## config.mk

```make
export PLATFORM = sky130hd
export DESIGN_NAME = sad_array_builder
export DESIGN_NICKNAME = d
export VERILOG_FILES = /design/src/rtl/sad_array_builder.sv
export SDC_FILE = /design/constraint.sdc
export NUM_CORES = 1
export LEC_CHECK = 0
export CAP_MARGIN = 20
export CORE_MARGIN = 2
export CORE_UTILIZATION = 54
export CTS_CLUSTER_SIZE = 10
export DETAILED_ROUTE_END_ITERATION = 8
export PLACE_DENSITY = 0.81
export SLEW_MARGIN = 20
export SYNTH_ARGS = -nofsm -noshare
export SYNTH_HDL_FRONTEND = slang
export SYNTH_SLANG_ARGS = --single-unit
```

## constraint.sdc

```tcl
create_clock -name clk -period 6.9 [get_ports clk]
set_clock_uncertainty 0.05 [all_clocks]
set_input_delay 1.035 -clock clk [delete_from_list [all_inputs] [get_ports clk]]
set_output_delay 1.035 -clock clk [all_outputs]
set_load 0.005 [all_outputs]
```

## src/rtl/sad_array_builder.sv

```systemverilog
// Accumulates one SAD per candidate over a cur/ref pixel stream and packs 16 SADs for the MIN_16 min-search.
// Optional feature: define SAD_SATURATE_EN to clamp each SAD instead of letting it wrap.
module sad_array_builder #(
  parameter int ELEMENT_BIT_DEPTH    = 14,
  parameter int PIXEL_BIT_DEPTH      = 8,
  parameter int PIXELS_PER_CANDIDATE = 64
) (
  input  logic                            clk,
  input  logic                            rst,
  input  logic                            restart,
  input  logic                            pix_valid,
  output logic                            pix_ready,
  input  logic [PIXEL_BIT_DEPTH-1:0]      cur_pix,
  input  logic [PIXEL_BIT_DEPTH-1:0]      ref_pix,
  output logic [ELEMENT_BIT_DEPTH*16-1:0] min_array,
  output logic                            array_valid,
  input  logic                            array_ready
);

  localparam int EBD = ELEMENT_BIT_DEPTH;
  localparam int PCW = (PIXELS_PER_CANDIDATE > 1) ? $clog2(PIXELS_PER_CANDIDATE) : 1;

  typedef enum logic {ACCUM, HOLD} state_t;

  state_t               state, next_state;
  logic [EBD-1:0]       acc;
  logic [PCW-1:0]       pix_cnt;
  logic [3:0]           cand_cnt;
  logic                 accept;
  logic                 last_pix;
  logic [PIXEL_BIT_DEPTH-1:0] diff;
  logic [EBD-1:0]       sum;

  assign accept   = pix_valid & pix_ready;
  assign last_pix = (pix_cnt == PCW'(PIXELS_PER_CANDIDATE - 1));

  // Compare first so the absolute difference never needs a sign bit.
  always_comb begin
    if (cur_pix >= ref_pix) diff = cur_pix - ref_pix;
    else                    diff = ref_pix - cur_pix;
  end

`ifdef SAD_SATURATE_EN
  logic [EBD:0] sum_full;

  always_comb begin
    sum_full = {1'b0, acc} + (EBD+1)'(diff);
    sum      = sum_full[EBD] ? {EBD{1'b1}} : sum_full[EBD-1:0];
  end
`else
  always_comb begin
    sum = acc + EBD'(diff);
  end
`endif

  always_ff @(posedge clk) begin
    if (rst) state <= ACCUM;
    else     state <= next_state;
  end

  always_comb begin
    next_state = state;
    case (state)
      ACCUM: if (!restart && accept && last_pix && cand_cnt == 4'd15) next_state = HOLD;
      HOLD:  if (restart || array_ready) next_state = ACCUM;
      default: next_state = ACCUM;
    endcase
  end

  always_comb begin
    pix_ready   = (state == ACCUM) && !rst;
    array_valid = (state == HOLD);
  end

  // Slot k is written by the k-th candidate; cand_cnt wraps to 0 on the 16th.
  always_ff @(posedge clk) begin
    if (rst) begin
      acc       <= '0;
      pix_cnt   <= '0;
      cand_cnt  <= '0;
      min_array <= '0;
    end else if (restart) begin
      acc      <= '0;
      pix_cnt  <= '0;
      cand_cnt <= '0;
      if (state == HOLD) begin
        min_array <= '0;
      end else begin
        for (int k = 0; k < 16; k++) begin
          if (k < int'(cand_cnt)) min_array[k*EBD +: EBD] <= '0;
        end
      end
    end else if (accept) begin
      if (last_pix) begin
        min_array[int'(cand_cnt)*EBD +: EBD] <= sum;
        acc      <= '0;
        pix_cnt  <= '0;
        cand_cnt <= cand_cnt + 4'd1;
      end else begin
        acc     <= sum;
        pix_cnt <= pix_cnt + PCW'(1);
      end
    end
  end

endmodule

```

# == After elaboration in Yosys (flattened, before gate mapping) ==
# Cells that the tools add are included.
# totals
out_inout_bits,226
reg_bits,249
in_bits,21
word_cells,119
# classes
n_mul,1
bitwise,2
reduce_logical,27
shift,2
n_eq_ne,18
n_lt_le_gt_ge,16
addsub,6
mux,27
# op_table
operator,n
224-bit two-way mux,3
14-bit two-way mux,17
224-bit bitwise mux,1
14-bit by 33-bit variable shift with 224-bit output (first input constant),1
14-bit by 33-bit variable part select with 224-bit output,1
210-bit two-way mux,1
3-bit AND reduction,16
3-bit by 1-bit inequality test with 1-bit output (second input constant),15
8-bit negator with 33-bit output,1
4-bit less-than comparator (first input constant),7
3-bit by 4-bit less-than comparator with 1-bit output (first input constant),4
8-bit subtractor,2
14-bit by 8-bit adder with 14-bit output,1
8-bit >= comparator,1
1-bit by 4-bit less-than comparator with 1-bit output (first input constant),2
2-bit by 4-bit less-than comparator with 1-bit output (first input constant),2
8-bit two-way mux,1
4-bit by 3-bit multiplier with 7-bit output (second input constant),1
6-bit by 1-bit adder with 6-bit output (second input constant),1
6-bit equality test (second input constant),1
6-bit two-way mux,1
4-bit by 1-bit adder with 4-bit output (second input constant),1
4-bit equality test (second input constant),1
1-bit logical AND,4
10 further kinds,13

# == Logic depth before layout (Yosys ltp) ==
# depth
depth_word,8
ltp_mapped,23
mapped_depth_nobuf,21

# == Least setup slack after synthesis ==
# OpenSTA, ideal clock, no wires.
# synth_path
path_kind,input-to-reg
startpoint,in cur_pix[0]
endpoint,reg min_array[220]
setup_ns,0.132
required_ns,6.718
stages,22
path_buffers,2
slack_ns,1.257
arrival_time_ns,5.461
cell_sequence,inv_1 -> ha_1 -> inv_1 -> fa_1 -> a21o_1 -> a21oi_2 -> a31oi_1 -> o22ai_2 -> mux2_2 -> a2111oi_0 -> o211a_1 -> ha_1 -> buf_2 -> a21oi_1 -> nand2_1 -> o21a_1 -> buf_4 -> mux2i_1 -> a211o_1 -> a21o_1 -> mux2i_2 -> o21ai_0
# synth_between
elab_chain_cells,8
word_cells_on_any_way,10
cone_classes,add/sub (3); order compare (1); shift (1); mux (5)
# synth_lines
item,line,text
start: declaration,13,"input logic [PIXEL_BIT_DEPTH-1:0] cur_pix,"
"8-bit subtractor, or another cell as far along",40,else diff = ref_pix - cur_pix;
8-bit two-way mux (*),39,if (cur_pix >= ref_pix) diff = cur_pix - ref_pix;
14-bit by 8-bit adder with 14-bit output (*),52,sum = acc + EBD'(diff);
14-bit by 33-bit variable part select with 224-bit output (*),95,min_array[int'(cand_cnt)*EBD +: EBD] <= sum;
224-bit bitwise mux (*),95,
224-bit two-way mux (*),94,if (last_pix) begin
224-bit two-way mux (*),93,end else if (accept) begin
224-bit two-way mux (*),82,end else if (restart) begin
end signal: indexed assignment,95,
end: declaration,15,"output logic [ELEMENT_BIT_DEPTH*16-1:0] min_array,"
# Every way passes the cells marked *; elsewhere a longest branch is shown, timed or not. The select of a mux whose other input is x is not followed.
# A chain may end at the register's enable or synchronous reset.

# == Worst setup path in the final report ==
# layout_path
startpoint,in ref_pix[0]
endpoint,reg min_array[168]
# layout_between
elab_chain_cells,8
word_cells_on_any_way,10
cone_classes,add/sub (3); order compare (1); shift (1); mux (5)
# layout_lines
item,line,text
start: declaration,14,"input logic [PIXEL_BIT_DEPTH-1:0] ref_pix,"
"8-bit subtractor, or another cell as far along",40,
8-bit two-way mux (*),39,
14-bit by 8-bit adder with 14-bit output (*),52,
14-bit by 33-bit variable part select with 224-bit output (*),95,
224-bit bitwise mux (*),95,
224-bit two-way mux (*),94,
224-bit two-way mux (*),93,
224-bit two-way mux (*),82,
# Marks and branches as above.

==> impl_metrics.ini <==
[run_status]
status = completed

[die]
fp.dieW_um = 168
die_h_um = 168
start_util = 0.545
core_area_um2 = 26700
io_pins = 247
placementRows = 60
die_area_um2 = 28200

[place]
gp_congestion = 1.10
post-dp-hpwl_mm = 53.6
dp_slack_ns = -0.0543
numPortBuffers = 246
place_inst = 2436

[critical_path]
criticalPathCategory = in2reg
reg2regPathDepth = 16
required_ns = 7.34
cp_slowest_cell = clkdlybuf4s50_1
path_buf_inv = 4
cp_top_family = compound AO/OA/AOI/OAI gates
endpoint_kind = flop
crit_cells = 23
crit_arrival_ns = 7.07
cp_max_fo = 9
crit_chain = clkdlybuf4s50_1 > ha_1 > inv_1 > fa_1 > a21o_1 > a21oi_2 > a31oi_1 > o22ai_2 > buf_4 > mux2i_1 > and4_1 > a2111oi_0 > o211a_1 > ha_1 > o211a_1 > a21boi_2 > o21a_1 > mux2i_1 > o221ai_1 > buf_4 > o22ai_1 > nand2_1 > o21ai_0
start_kind = input port
critical-path-max-stage-delay_ns = 0.49
reg2reg_slack_ns = 1.33

[final_layout]
nNetsFinal = 2192
drive_gt1_frac = 0.0869
fill_cells = 2069
final_cells = 2472
synthToLayoutAreaGrowth_pct = 26.8
fin_util = 0.691

[grt]
grt_max_degree = 60
track_usage = 0.487
antenna_found_initial = 5
overflow = 0
grt_pass1_vias = 16700
grt_first_pass_wirelength_mm = 104

[drt]
routed_wl_mm = 71.1
via_per_inst = 7.21
dr.pass1.iters = 7
drt_iter0_markers = 3095
wire_per_inst_um = 28.8
final_antenna_net_count = 0
drc = 0
vias = 17800

[run]
drv_cap = 0

[power_and_ir_drop]
p_seq_frac = 0.439
clockPowerShare = 0.420
power.density_nw_per_um2 = 179
comb_power_share = 0.141
p_leak_nw = 6.39
p_switching_w = 0.000886
swShare = 0.269
p_int_w = 0.00240
vdd_drop_max_mv = 0.226

[clock_tree]
clockBufferDepth = 3
htreeDepth = 1
cts_tree = yes
cts_sinks = 249
numCtsBuffers = 29
clkTransAtPathRegs_ns = 0.05
cts_hold_buf = 0
cts-root-buf = clkbuf_16
insertion_delay_ns = 0.57

[yosys]
synth_area_um2 = 14500
ys.flop_type = dfxtp_1
postSynthAreaPerCell_um2 = 7.78
synth.distinct_cells = 105
synthCells = 1867
synth_seq_cells = 249
syn_nets = 1933
synth_edf_count = 0
async_flop_share = 0
ys_warn_count = 0
yosysSeqAreaShare = 0.343

[worst_hold_path]
hold_depth = 2
min_path_type = reg2reg

[sta]
timing.final.ws_setup_ns = 0.274
finalMaxSlewViolations = 0
hold_viol = 0
fmax_mhz = 151
tightest_slew_ns = 1.21
rsz0062_at_grt = false
finalCriticalPeriod_ns = 6.63
relSlewSlack = 0.189
setup_viol = 0
holdWs_ns = 0.401
post-route-period-util = 0.960
## metal layers
metal	share of wire	wire, µm	track usage	vias up
li1	-	-	-	7434
met2	0.41	29400	0.730	1645
met4	0.077	5440	0.300	6
met5	0.00049	35	0	-
met3	0.15	10300	0.146	408
met1	0.36	25900	0.616	8330
## kinds of logic after synthesis
kind of cell,count (synthesis),synth area share
XOR/XNOR,26,0.0180
flip-flops,249,0.343
multiplexers,21,0.0152
AO/OA/AOI/OAI,672,0.309
AND/OR/NAND/NOR,717,0.231
buffers and inverters,137,0.0410
adder cells (fa/ha/maj),45,0.0424
## registers in the layout, indices dropped and copies added, names as in the netlist
signal       count
acc             14
array_valid      1
cand_cnt         4
min_array      224
pix_cnt          6
## synth_stat cells (8+ instances only)
cell type / count / area share
o21ai_1: 46 / 0.016
ha_1: 38 / 0.033
nor4_1: 15 / 0.0065
o21ai_0: 157 / 0.054
nand2_1: 283 / 0.073
o2bb2ai_1: 11 / 0.0066
and2_1: 11 / 0.0047
nand3b_1: 8 / 0.0041
clkbuf_1: 53 / 0.014
nand3_1: 100 / 0.034
nand4_1: 18 / 0.0078
o211a_1: 8 / 0.0055
a21oi_1: 124 / 0.043
mux2i_1: 16 / 0.011
inv_1: 38 / 0.0098
a32o_1: 9 / 0.0062
o31ai_1: 51 / 0.026
o21a_1: 16 / 0.0083
nand2b_1: 20 / 0.0086
and3_1: 14 / 0.0060
nor2b_1: 10 / 0.0043
buf_2: 35 / 0.012
xnor2_1: 12 / 0.0072
a211oi_1: 11 / 0.0057
a21o_1: 24 / 0.012
or3_1: 11 / 0.0047
nor3_1: 48 / 0.017
a31oi_1: 32 / 0.014
a22oi_1: 24 / 0.012
o31a_1: 9 / 0.0054
xor2_1: 11 / 0.0066
o211ai_1: 35 / 0.018
o22ai_1: 12 / 0.0052
dfxtp_1: 249 / 0.34
nor2_1: 137 / 0.035
## layout by cell type (no fill, tap or decap), types with 47 or more instances in the layout
cell             Yosys  routed
o21ai_0            157     157
o31ai_1             51      51
a21oi_1            124     124
nand2_1            283     283
nor2_1             137     137
nor3_1              48      47
nand3_1            100     100
buf_4                4      80
clkdlybuf4s50_1      0     245
dfxtp_1            249     249
## power by group through the flow
stage,Sequential [W],Clock [W],Combinational [W]
floorplan,0.00148,0,0.000274
global placement,0.00148,0,0.000432
detailed placement,0.00148,0,0.000437
CTS,0.00145,0.00137,0.000440
global route,0.00145,0.00142,0.000485
finish,0.00145,0.00138,0.000464
## final cells by class
type | count | area [µm²] | area share
flip-flops and latches | 249 | 4980 | 0.271
clock inverters | 3 | 55.1 | 0.00299
multi-input cells | 1481 | 9000 | 0.488
repair buffers | 326 | 3060 | 0.166
inverters | 39 | 146 | 0.00795
well taps | 341 | 427 | 0.0232
clock buffers | 31 | 753 | 0.0409
diodes | 2 | 5.00 | 0.000272
## worst min-delay path: stages (launching register included)
cell and delay [ns]:
dfxtp_1 0.32, nand2_1 0.05, o21ai_0 0.05
## through the flow
step                      power (W)  setup TNS, ns  area, µm²
final                       0.00329              0      18400
after floorplan             0.00175              0      14500
after global placement      0.00191              0      17600
after CTS                   0.00326              0      18400
after global routing        0.00335              0      18400
after detailed placement    0.00191         -0.418      17600
## timing repair
item / 4_1_cts / 5_1_grt
buffers inserted: 0 / 0
gates resized for setup: 0 / 2
setup endpoints to repair: 0 / 5
## final timing paths
path	from	to
max	ref_pix[0]	min_array[168]
max reg2reg	cand_cnt[1]	min_array[215]
min	min_array[68]	min_array[68]
min reg2reg	min_array[68]	min_array[68]
Note: power is estimated with default switching activity, not from simulation.
